--- src/rtl/hazard_fwd_ctrl.sv ---
// Hazard detection and operand-forwarding control for a 5-stage pipeline.
// Also sequences multi-cycle MUL occupancy of EX and counts stall cycles.
module hazard_fwd_ctrl #(
   parameter int unsigned REG_AW  = 5,
   parameter int unsigned MUL_LAT = 3,
   parameter int unsigned CNT_W   = 32
) (
   input  logic              clk,
   input  logic              rst,
   input  logic [REG_AW-1:0] i_id_rs,
   input  logic [REG_AW-1:0] i_id_rt,
   input  logic              i_id_use_rs,
   input  logic              i_id_use_rt,
   input  logic              i_id_branch,
   input  logic [REG_AW-1:0] i_ex_rs,
   input  logic [REG_AW-1:0] i_ex_rt,
   input  logic [REG_AW-1:0] i_ex_wreg,
   input  logic              i_ex_regwrite,
   input  logic              i_ex_memread,
   input  logic              i_ex_mul,
   input  logic [REG_AW-1:0] i_mem_wreg,
   input  logic              i_mem_regwrite,
   input  logic              i_mem_memread,
   input  logic [REG_AW-1:0] i_wb_wreg,
   input  logic              i_wb_regwrite,
   output logic [1:0]        o_fwd_a,
   output logic [1:0]        o_fwd_b,
   output logic              o_br_fwd_a,
   output logic              o_br_fwd_b,
   output logic              o_stall_if,
   output logic              o_stall_id,
   output logic              o_flush_ex,
   output logic              o_ex_hold,
   output logic              o_mul_done,
   output logic [CNT_W-1:0]  o_stall_cycles
);

   localparam int unsigned CW = (MUL_LAT > 2) ? $clog2(MUL_LAT - 1) : 1;
   localparam logic [CW-1:0] CNT_INIT = CW'(MUL_LAT - 2);

   typedef enum logic {S_IDLE, S_BUSY} state_t;

   state_t           r_state;
   state_t           w_state_nxt;
   logic [CW-1:0]    r_cnt;
   logic [CW-1:0]    w_cnt_nxt;
   logic             w_ex_hold;
   logic             w_mul_done;
   logic [1:0]       w_fwd_a;
   logic [1:0]       w_fwd_b;
   logic             w_br_fwd_a;
   logic             w_br_fwd_b;
   logic             w_ex_dep;
   logic             w_mem_dep;
   logic             w_load_use;
   logic             w_br_ex;
   logic             w_br_ld2;
   logic             w_stall;
   logic             w_flush;
   logic [CNT_W-1:0] r_stall_cycles;

   function automatic logic f_match(input logic [REG_AW-1:0] s, input logic [REG_AW-1:0] w,
                                    input logic we);
      return we && (w != '0) && (w == s);
   endfunction

   // EX/MEM has priority over MEM/WB since it holds the younger result
   always_comb begin
      w_fwd_a = 2'b00;
      w_fwd_b = 2'b00;
      if (f_match(i_ex_rs, i_mem_wreg, i_mem_regwrite))     w_fwd_a = 2'b10;
      else if (f_match(i_ex_rs, i_wb_wreg, i_wb_regwrite))  w_fwd_a = 2'b01;
      if (f_match(i_ex_rt, i_mem_wreg, i_mem_regwrite))     w_fwd_b = 2'b10;
      else if (f_match(i_ex_rt, i_wb_wreg, i_wb_regwrite))  w_fwd_b = 2'b01;
   end

   always_comb begin
      w_br_fwd_a = i_id_branch & i_id_use_rs & f_match(i_id_rs, i_mem_wreg, i_mem_regwrite)
                   & ~i_mem_memread;
      w_br_fwd_b = i_id_branch & i_id_use_rt & f_match(i_id_rt, i_mem_wreg, i_mem_regwrite)
                   & ~i_mem_memread;
      w_ex_dep   = (i_id_use_rs & f_match(i_id_rs, i_ex_wreg, i_ex_regwrite))
                 | (i_id_use_rt & f_match(i_id_rt, i_ex_wreg, i_ex_regwrite));
      w_mem_dep  = (i_id_use_rs & f_match(i_id_rs, i_mem_wreg, i_mem_regwrite))
                 | (i_id_use_rt & f_match(i_id_rt, i_mem_wreg, i_mem_regwrite));
      w_load_use = i_ex_memread & w_ex_dep;
      w_br_ex    = i_id_branch & w_ex_dep;
      w_br_ld2   = i_id_branch & i_mem_memread & w_mem_dep;
      w_stall    = w_ex_hold | w_load_use | w_br_ex | w_br_ld2;
      // A MUL hold keeps the op in ID/EX, so no bubble may overwrite it
      w_flush    = ~w_ex_hold & (w_load_use | w_br_ex | w_br_ld2);
   end

   always_ff @(posedge clk or posedge rst) begin
      if (rst) begin
         r_state <= S_IDLE;
         r_cnt   <= '0;
      end else begin
         r_state <= w_state_nxt;
         r_cnt   <= w_cnt_nxt;
      end
   end

   always_comb begin
      w_state_nxt = r_state;
      w_cnt_nxt   = r_cnt;
      case (r_state)
         S_IDLE: begin
            if (i_ex_mul) begin
               w_state_nxt = S_BUSY;
               w_cnt_nxt   = CNT_INIT;
            end
         end
         S_BUSY: begin
            if (r_cnt != '0) w_cnt_nxt   = r_cnt - CW'(1);
            else             w_state_nxt = S_IDLE;
         end
         default: w_state_nxt = S_IDLE;
      endcase
   end

   always_comb begin
      w_ex_hold  = 1'b0;
      w_mul_done = 1'b0;
      case (r_state)
         S_IDLE: w_ex_hold = i_ex_mul;
         S_BUSY: begin
            w_ex_hold  = (r_cnt != '0);
            w_mul_done = (r_cnt == '0);
         end
         default: ;
      endcase
   end

   // Saturating stall counter; never wraps
   always_ff @(posedge clk or posedge rst) begin
      if (rst)                                r_stall_cycles <= '0;
      else if (w_stall && (r_stall_cycles != '1)) r_stall_cycles <= r_stall_cycles + CNT_W'(1);
   end

   assign o_fwd_a        = rst ? 2'b00 : w_fwd_a;
   assign o_fwd_b        = rst ? 2'b00 : w_fwd_b;
   assign o_br_fwd_a     = ~rst & w_br_fwd_a;
   assign o_br_fwd_b     = ~rst & w_br_fwd_b;
   assign o_stall_if     = ~rst & w_stall;
   assign o_stall_id     = ~rst & w_stall;
   assign o_flush_ex     = ~rst & w_flush;
   assign o_ex_hold      = ~rst & w_ex_hold;
   assign o_mul_done     = ~rst & w_mul_done;
   assign o_stall_cycles = r_stall_cycles;

endmodule
--- config.mk ---
export PLATFORM = sky130hd
export DESIGN_NAME = hazard_fwd_ctrl
export DESIGN_NICKNAME = d
export VERILOG_FILES = /design/src/rtl/hazard_fwd_ctrl.sv
export SDC_FILE = /design/constraint.sdc
export NUM_CORES = 1
export LEC_CHECK = 0
export CORE_MARGIN = 3
export CORE_UTILIZATION = 40
export CTS_CLUSTER_DIAMETER = 100
export DETAILED_ROUTE_END_ITERATION = 16
export GPL_TIMING_DRIVEN = 0
export PLACE_DENSITY = 0.77
export SLEW_MARGIN = 25
export SYNTH_ARGS = -nofsm -noshare
export SYNTH_HDL_FRONTEND = slang
export SYNTH_SLANG_ARGS = --single-unit
--- constraint.sdc ---
create_clock -name clk -period 1.96 [get_ports clk]
set_input_delay 0.196 -clock clk [delete_from_list [all_inputs] [get_ports clk]]
set_output_delay 0.196 -clock clk [all_outputs]
set_load 0.02 [all_outputs]
==> results of run 1 <==
flip-flops by register name, summed over array words and instances, names as in the netlist:
signal and cells:
r_state 1, o_stall_cycles 32, r_cnt 1
synth_stat cells, types with 2 or more instances:
master / number
sky130_fd_sc_hd__and2_1: 4
sky130_fd_sc_hd__and3_1: 11
sky130_fd_sc_hd__and4_1: 4
sky130_fd_sc_hd__buf_2: 8
sky130_fd_sc_hd__clkbuf_1: 2
sky130_fd_sc_hd__dfrtp_1: 34
sky130_fd_sc_hd__inv_1: 5
sky130_fd_sc_hd__mux2_1: 2
sky130_fd_sc_hd__nand2_1: 13
sky130_fd_sc_hd__nand3_1: 20
sky130_fd_sc_hd__nand3b_1: 2
sky130_fd_sc_hd__nand4_1: 12
sky130_fd_sc_hd__nor2_1: 8
sky130_fd_sc_hd__nor3_1: 6
sky130_fd_sc_hd__nor3b_1: 3
sky130_fd_sc_hd__nor4_1: 8
sky130_fd_sc_hd__or4_1: 5
sky130_fd_sc_hd__xnor2_1: 39
sky130_fd_sc_hd__xor2_1: 31
cell families (layout without fill, tap and decap cells):
| logic type | count (synthesis) | after routing | share of synthesized area |
|---|---|---|---|
| buffers and inverters | 17 | 122 | 0.0373 |
| adder cells (fa/ha/maj) | 1 | 1 | 0.00548 |
| XOR/XNOR | 70 | 70 | 0.269 |
| multiplexers | 3 | 3 | 0.0143 |
| AO/OA/AOI/OAI | 7 | 7 | 0.0263 |
| AND/OR/NAND/NOR | 104 | 104 | 0.275 |
| flip-flops | 34 | 34 | 0.373 |
layout make-up:
type                    instances  area share
plain buffers                  11      0.0225
well taps                      70      0.0242
multi-input cells             185       0.430
inverters                       5     0.00623
clock buffers                   7      0.0211
clock inverters                 1     0.00831
flip-flops and latches         34       0.238
repair buffers                 97       0.248
repair inverters                1     0.00139
cells in the final DEF (no fill, tap or decap), drive strengths merged, types with 6 or more instances in the layout:
master         Yosys  layout
and3              11      11
buf               10      31
clkbuf             2      15
clkdlybuf4s50      0      46
dfrtp             34      34
dlygate4sd2        0      14
nand2             14      14
nand3             21      21
nand4             12      12
nor2               8       8
nor3               6       6
nor4               9       9
xnor2             39      39
xor2              31      31
worst register-to-register path: stages (launching register included):
cell and delay, ns:
sky130_fd_sc_hd__dfrtp_1 0.39, sky130_fd_sc_hd__nand4_1 0.20, sky130_fd_sc_hd__nor4_4 0.36, sky130_fd_sc_hd__nor4b_4 0.32
sky130_fd_sc_hd__nand2b_2 0.13, sky130_fd_sc_hd__buf_6 0.13, sky130_fd_sc_hd__nand2_4 0.05, sky130_fd_sc_hd__mux2_4 0.29
routing by layer:
metal	share of wire	up-vias
li1	-	1045
met1	0.44	1034
met2	0.51	44
met3	0.040	4
met4	0.0065	0
met5	0	-
through the flow:
| stage | cell area (µm²) | hold slack, ns | util | setup WS, ns |
|---|---|---|---|---|
| 2_1_floorplan | 2340 | 0.326 | - | -0.0119 |
| 3_3_place_gp | 3250 | 0.450 | 0.612 | -0.783 |
| 3_5_place_dp | 3250 | 0.462 | 0.612 | -0.785 |
| 4_1_cts | 3420 | 0.153 | 0.644 | 0.0127 |
| 5_1_grt | 3610 | 0.0258 | 0.681 | -0.137 |
| 6_report | 3610 | 0.00618 | 0.681 | -0.0385 |
power by group:
part           leakage, µW  internal (µW)  switching, µW
logic              0.00103            497            481
clock network    0.0000524            380            247
registers         0.000447            788            111
worst max path at each step:
stage | cells past startpoint | startpoint | slack [ns] | endpoint
2_1_floorplan | 8 | i_mem_wreg[1] | -0.01 | o_stall_cycles[31]$_DFFE_PP0P_
3_3_place_gp | 6 | rst | -0.78 | o_fwd_a[0]
3_5_place_dp | 6 | rst | -0.79 | o_fwd_b[0]
4_1_cts | 7 | i_mem_wreg[2] | 0.01 | o_fwd_a[0]
5_1_grt | 11 | i_ex_wreg[0] | -0.14 | o_stall_cycles[12]$_DFFE_PP0P_
6_report | 7 | o_stall_cycles[22]$_DFFE_PP0P_ | -0.04 | o_stall_cycles[1]$_DFFE_PP0P_
timing repair:
action	CTS	global route
buffers inserted	8	8
gates resized for setup	61	67
pin swaps	14	27
cloned	1	0
hold buffers	0	0
endpoints found under the setup margin	40	39
==> impl_metrics.yaml, run 1 <==
clock_tree:
  cts.htree.levels: 2
  cts_buffers: 5
  clock-sinks: 34
  tritoncts: "done"
  ctsRootBufferMaster: "sky130_fd_sc_hd__clkbuf_8"
  clockBufferDepth: 2
  clk_pin_slew_worst_paths_ns: 0.07
  clock_insertion_delay_worst_skew_ns: 0.29
synth:
  synth_nets: 283
  yosys.area.top_type_share: 0.373
  syn_avg_cell_area_um2: 9.67
  mappedNetlistArea_um2: 2280
  synth_enable_flop_cells: 0
  synthFlopType: "sky130_fd_sc_hd__dfrtp_1"
  synth.area.top_cells: "sky130_fd_sc_hd__dfrtp_1, sky130_fd_sc_hd__xnor2_1, sky130_fd_sc_hd__xor2_1, sky130_fd_sc_hd__nand3_1, sky130_fd_sc_hd__nand4_1"
  synth-seq-area-share: 0.373
  postSynth.asyncResetShare: 1.00
  yosys_warn_count: 0
  yosysTopAreaCell: "sky130_fd_sc_hd__dfrtp_1"
  postSynthRegisterBits: 34
  post_synth_inst_count: 236
  post_synth_num_cell_types: 38
sta:
  finalSetupViolations: 1
  tns_ns: -0.0385
  rsz0062_at_grt: "yes"
  max_slew_margin: 0.483
  post-route-min-period_ns: 2.00
  pnr_worst_setup_slack_ns: -0.0385
  post-route-period-util: 1.02
  hold_viol_final: 0
  finClkSkew_ns: 0.0108
  actual_transition_at_the_worst_max_transition_pin_ns: 0.771
  achievable-frequency_mhz: 500
  maxSlewViolCount: 0
route:
  routedWlPerCell_um: 15.6
  drc: 0
  dr_total_vias: 2127
  route.detailed.vias_per_inst: 5.18
  detailedRoute.firstIterationViolations: 114
  drtPass1Iterations: 4
  ant_nets: 0
  routed_wl_mm: 6.42
cells_and_area:
  multiInputGateArea_um2: 1550
  syn2layout_area_growth_pct: 58.3
  post_route_cells_drive_above_1_share: 0.258
  layout.cells.non_filler: 411
  antenna-diode-count: 0
  register_area_um2: 858
  finalNetCount: 387
  fillers: 430
outcome:
  failed_checks: "setup timing"
  status: "finished, violations left"
floorplan:
  io-pin-count: 89
  fp.dieW_um: 81.5
  floorplan.initialDensity: 0.430
  placeableCoreArea_um2: 5300
  die_h_um: 81.5
  num_rows: 26
  die_area_um2: 6650
worst_setup_path:
  rr_worst_depth: 7
  critPathMaxFanout: 4
  worst_path_dominant_cell_family: "simple AND/OR/NAND/NOR gates"
  worstSetupPathType: "flop to flop"
  required_ns: 2.13
  critical_path.endpoint_type: "flop"
  worst_ep_arrival_time_ns: 2.16
  sort_of_element_at_the_start_of_the_critical_path: "flop"
  critPathMaxStageDelay_ns: 0.39
  timing.critical_path.cells: "nand4_1 > nor4_4 > nor4b_4 > nand2b_2 > buf_6 > nand2_4 > mux2_4"
  crit_buf_inv: 1
  critical_path.slowest_cell: "sky130_fd_sc_hd__dfrtp_1"
  regToRegEndpoint: "o_stall_cycles[1]$_DFFE_PP0P_"
  reg_to_reg_slack_setup_ns: -0.04
  r2r_start: "o_stall_cycles[22]$_DFFE_PP0P_"
min_path:
  hp-class: "input port to async pin"
global_routing:
  gr-usage-met3: 0.0340
  groute.layer.met2.usage: 0.330
  global_route.usage.met1: 0.272
  total_congestion_overflow: 0
  grt_max_degree: 18
  grt_use_total: 0.199
  first_global_vias: 2094
  grt_first_pass_wirelength_mm: 10.2
  number_of_antenna_violations_at_the_first_check_in_global_routing: 0
  grt.busiest_layer: "met2"
job:
  cap_violations: 0
pwr:
  irDropWorstVdd_uv: 730
  tot_pwr_uw: 2510
  static-leakage-power_uw: 0.00153
  power_density_nw_per_um2: 694
placed_design:
  place.port_buffers: 82
  rd_place_congestion: 0.831
  placed_cells_incl_taps: 388
  place.detailed.hpwl_mm: 4.62
(Power assumes the default switching activity.)
==> inputs of run 2 (changes only) <==
--- a/config.mk
+++ b/config.mk
@@ -5,7 +5,6 @@
 export SDC_FILE = /design/constraint.sdc
 export NUM_CORES = 1
 export LEC_CHECK = 0
-export CORE_MARGIN = 3
 export CORE_UTILIZATION = 40
 export CTS_CLUSTER_DIAMETER = 100
 export DETAILED_ROUTE_END_ITERATION = 16
==> impl_metrics.yaml, run 2 (synthesis results as in run 1) <==
cells_and_area:
  layout_commonest_cell: "sky130_fd_sc_hd__clkdlybuf4s50_1"
  finalInstanceArea_um2: 3510
  antenna-diode-count: 0
  post_route_cells_drive_above_1_share: 0.240
  syn2layout_area_growth_pct: 53.7
  mostFrequentLayoutCells: "sky130_fd_sc_hd__clkdlybuf4s50_1, sky130_fd_sc_hd__xnor2_1, sky130_fd_sc_hd__xor2_1, sky130_fd_sc_hd__dfrtp_1, sky130_fd_sc_hd__nand3_1"
  largest_register_ffs: 32
  finalNetCount: 384
  layout.cells.non_filler: 410
sta:
  hold_slack_ns: 0.134
  hold_viol_final: 0
  actual_transition_at_the_worst_max_transition_pin_ns: 0.774
  achievable-frequency_mhz: 527
  finalSetupViolations: 0
  rsz0062_at_grt: "yes"
  max_slew_margin: 0.481
  finClkSkew_ns: 0.00935
  post-route-period-util: 0.969
  post-route-min-period_ns: 1.90
  maxSlewViolCount: 0
route:
  detailedRoute.firstIterationViolations: 157
  routedWlPerCell_um: 15.0
  routed_wl_mm: 6.15
  drc: 0
  route.detailed.vias_per_inst: 5.13
  ant_nets: 0
  dr_total_vias: 2105
  drtPass1Iterations: 5
pwr:
  irDropWorstVdd_uv: 757
  power_density_nw_per_um2: 654
  static-leakage-power_uw: 0.00149
min_path:
  hp-class: "input port to async pin"
worst_setup_path:
  critical_path.endpoint_type: "output port"
  worst_ep_arrival_time_ns: 1.70
  critPathMaxFanout: 2
  sort_of_element_at_the_start_of_the_critical_path: "input port"
  worstSetupPathType: "input port to output port"
  required_ns: 1.76
clock_tree:
  cts.htree.levels: 2
  clk_pin_slew_worst_paths_ns: 0.07
  clock_insertion_delay_worst_skew_ns: 0.29
  cts_buffers: 5
  clock-sinks: 34
  ctsRootBufferMaster: "sky130_fd_sc_hd__clkbuf_8"
  clockBufferDepth: 2
  tritoncts: "done"
  cts_hold_buffers: 0
floorplan:
  floorplan.initialDensity: 0.414
  die_area_um2: 6010
  placeableCoreArea_um2: 5510
  fp.dieW_um: 77.5
  num_rows: 27
  io-pin-count: 89
  die_h_um: 77.5
global_routing:
  grt_max_degree: 18
  number_of_antenna_violations_at_the_first_check_in_global_routing: 0
  grt_use_total: 0.214
  total_congestion_overflow: 0
  first_global_vias: 2147
  grt_first_pass_wirelength_mm: 10.2
placed_design:
  placed_cells_incl_taps: 390
  place.detailed.hpwl_mm: 4.48
  dpl_cell_area_um2: 3250
  rd_place_congestion: 0.821
  place.port_buffers: 82
job:
  cap_violations: 0
outcome:
  status: "complete, no violations"
-- run 2: critical path: stages --
cell and delay [ns]:
sky130_fd_sc_hd__clkdlybuf4s50_1 0.46, sky130_fd_sc_hd__o211ai_1 0.12, sky130_fd_sc_hd__or4_4 0.45, sky130_fd_sc_hd__nor4_4 0.29, sky130_fd_sc_hd__buf_4 0.18
-- run 2: layer usage --
metal,vias to the layer above,wire length (µm),share of wire,global-route usage
li1,1026,-,-,-
met1,1026,2750,0.45,0.290
met2,48,3130,0.51,0.352
met3,5,232,0.038,0.0388
met4,0,36,0.0059,0.0491
met5,-,0,0,0
-- run 2: cell type report --
class	count	area [µm²]
flip-flops and latches	34	856
plain buffers	11	77.6
clock buffers	6	72.6
inverters	5	22.5
repair buffers	94	866
clock inverters	2	10.0
multi-input cells	185	1510
repair inverters	1	5.00
well taps	72	90.1
fillers	470	2000
-- run 2: metrics by stage --
step	TNS, ns	total power, µW	setup slack [ns]	util
2_1_floorplan	-0.0119	1360	-0.0119	-
3_3_place_gp	-14.02	1730	-0.800	0.590
3_5_place_dp	-14.51	1740	-0.798	0.590
4_1_cts	0	2260	0.00685	0.616
5_1_grt	-0.236	2430	-0.0580	0.637
6_report	0	2290	0.0614	0.637
-- run 2: final timing paths --
kind                                                start                        endpoint  slack (ns)  cells past startpoint
setup / recovery                            i_wb_regwrite                      o_fwd_a[0]        0.06                      5
hold / removal                                        rst  o_stall_cycles[15]$_DFFE_PP0P_        0.13                      3
setup reg to reg           o_stall_cycles[22]$_DFFE_PP0P_  o_stall_cycles[16]$_DFFE_PP0P_        0.08                      8
hold reg to reg            o_stall_cycles[30]$_DFFE_PP0P_  o_stall_cycles[30]$_DFFE_PP0P_        0.48                      1
max in group asynchronous                             rst  o_stall_cycles[24]$_DFFE_PP0P_        1.38                      2
min in group clk           o_stall_cycles[30]$_DFFE_PP0P_  o_stall_cycles[30]$_DFFE_PP0P_        0.48                      1
-- run 2: power breakdown --
| group | internal [µW] | switching [µW] | total [µW] | leakage, µW |
|---|---|---|---|---|
| Combinational | 443 | 461 | 904 | 0.000990 |
| Clock | 246 | 255 | 501 | 0.0000450 |
| Sequential | 789 | 98.5 | 888 | 0.000451 |
| Total | 1480 | 814 | 2290 | 0.00149 |
-- run 2: repair_timing --
action	CTS	global route
gates resized for setup	56	54
endpoints found under the setup margin	40	39
buffers inserted	10	3
cloned	1	0
pin swaps	16	26
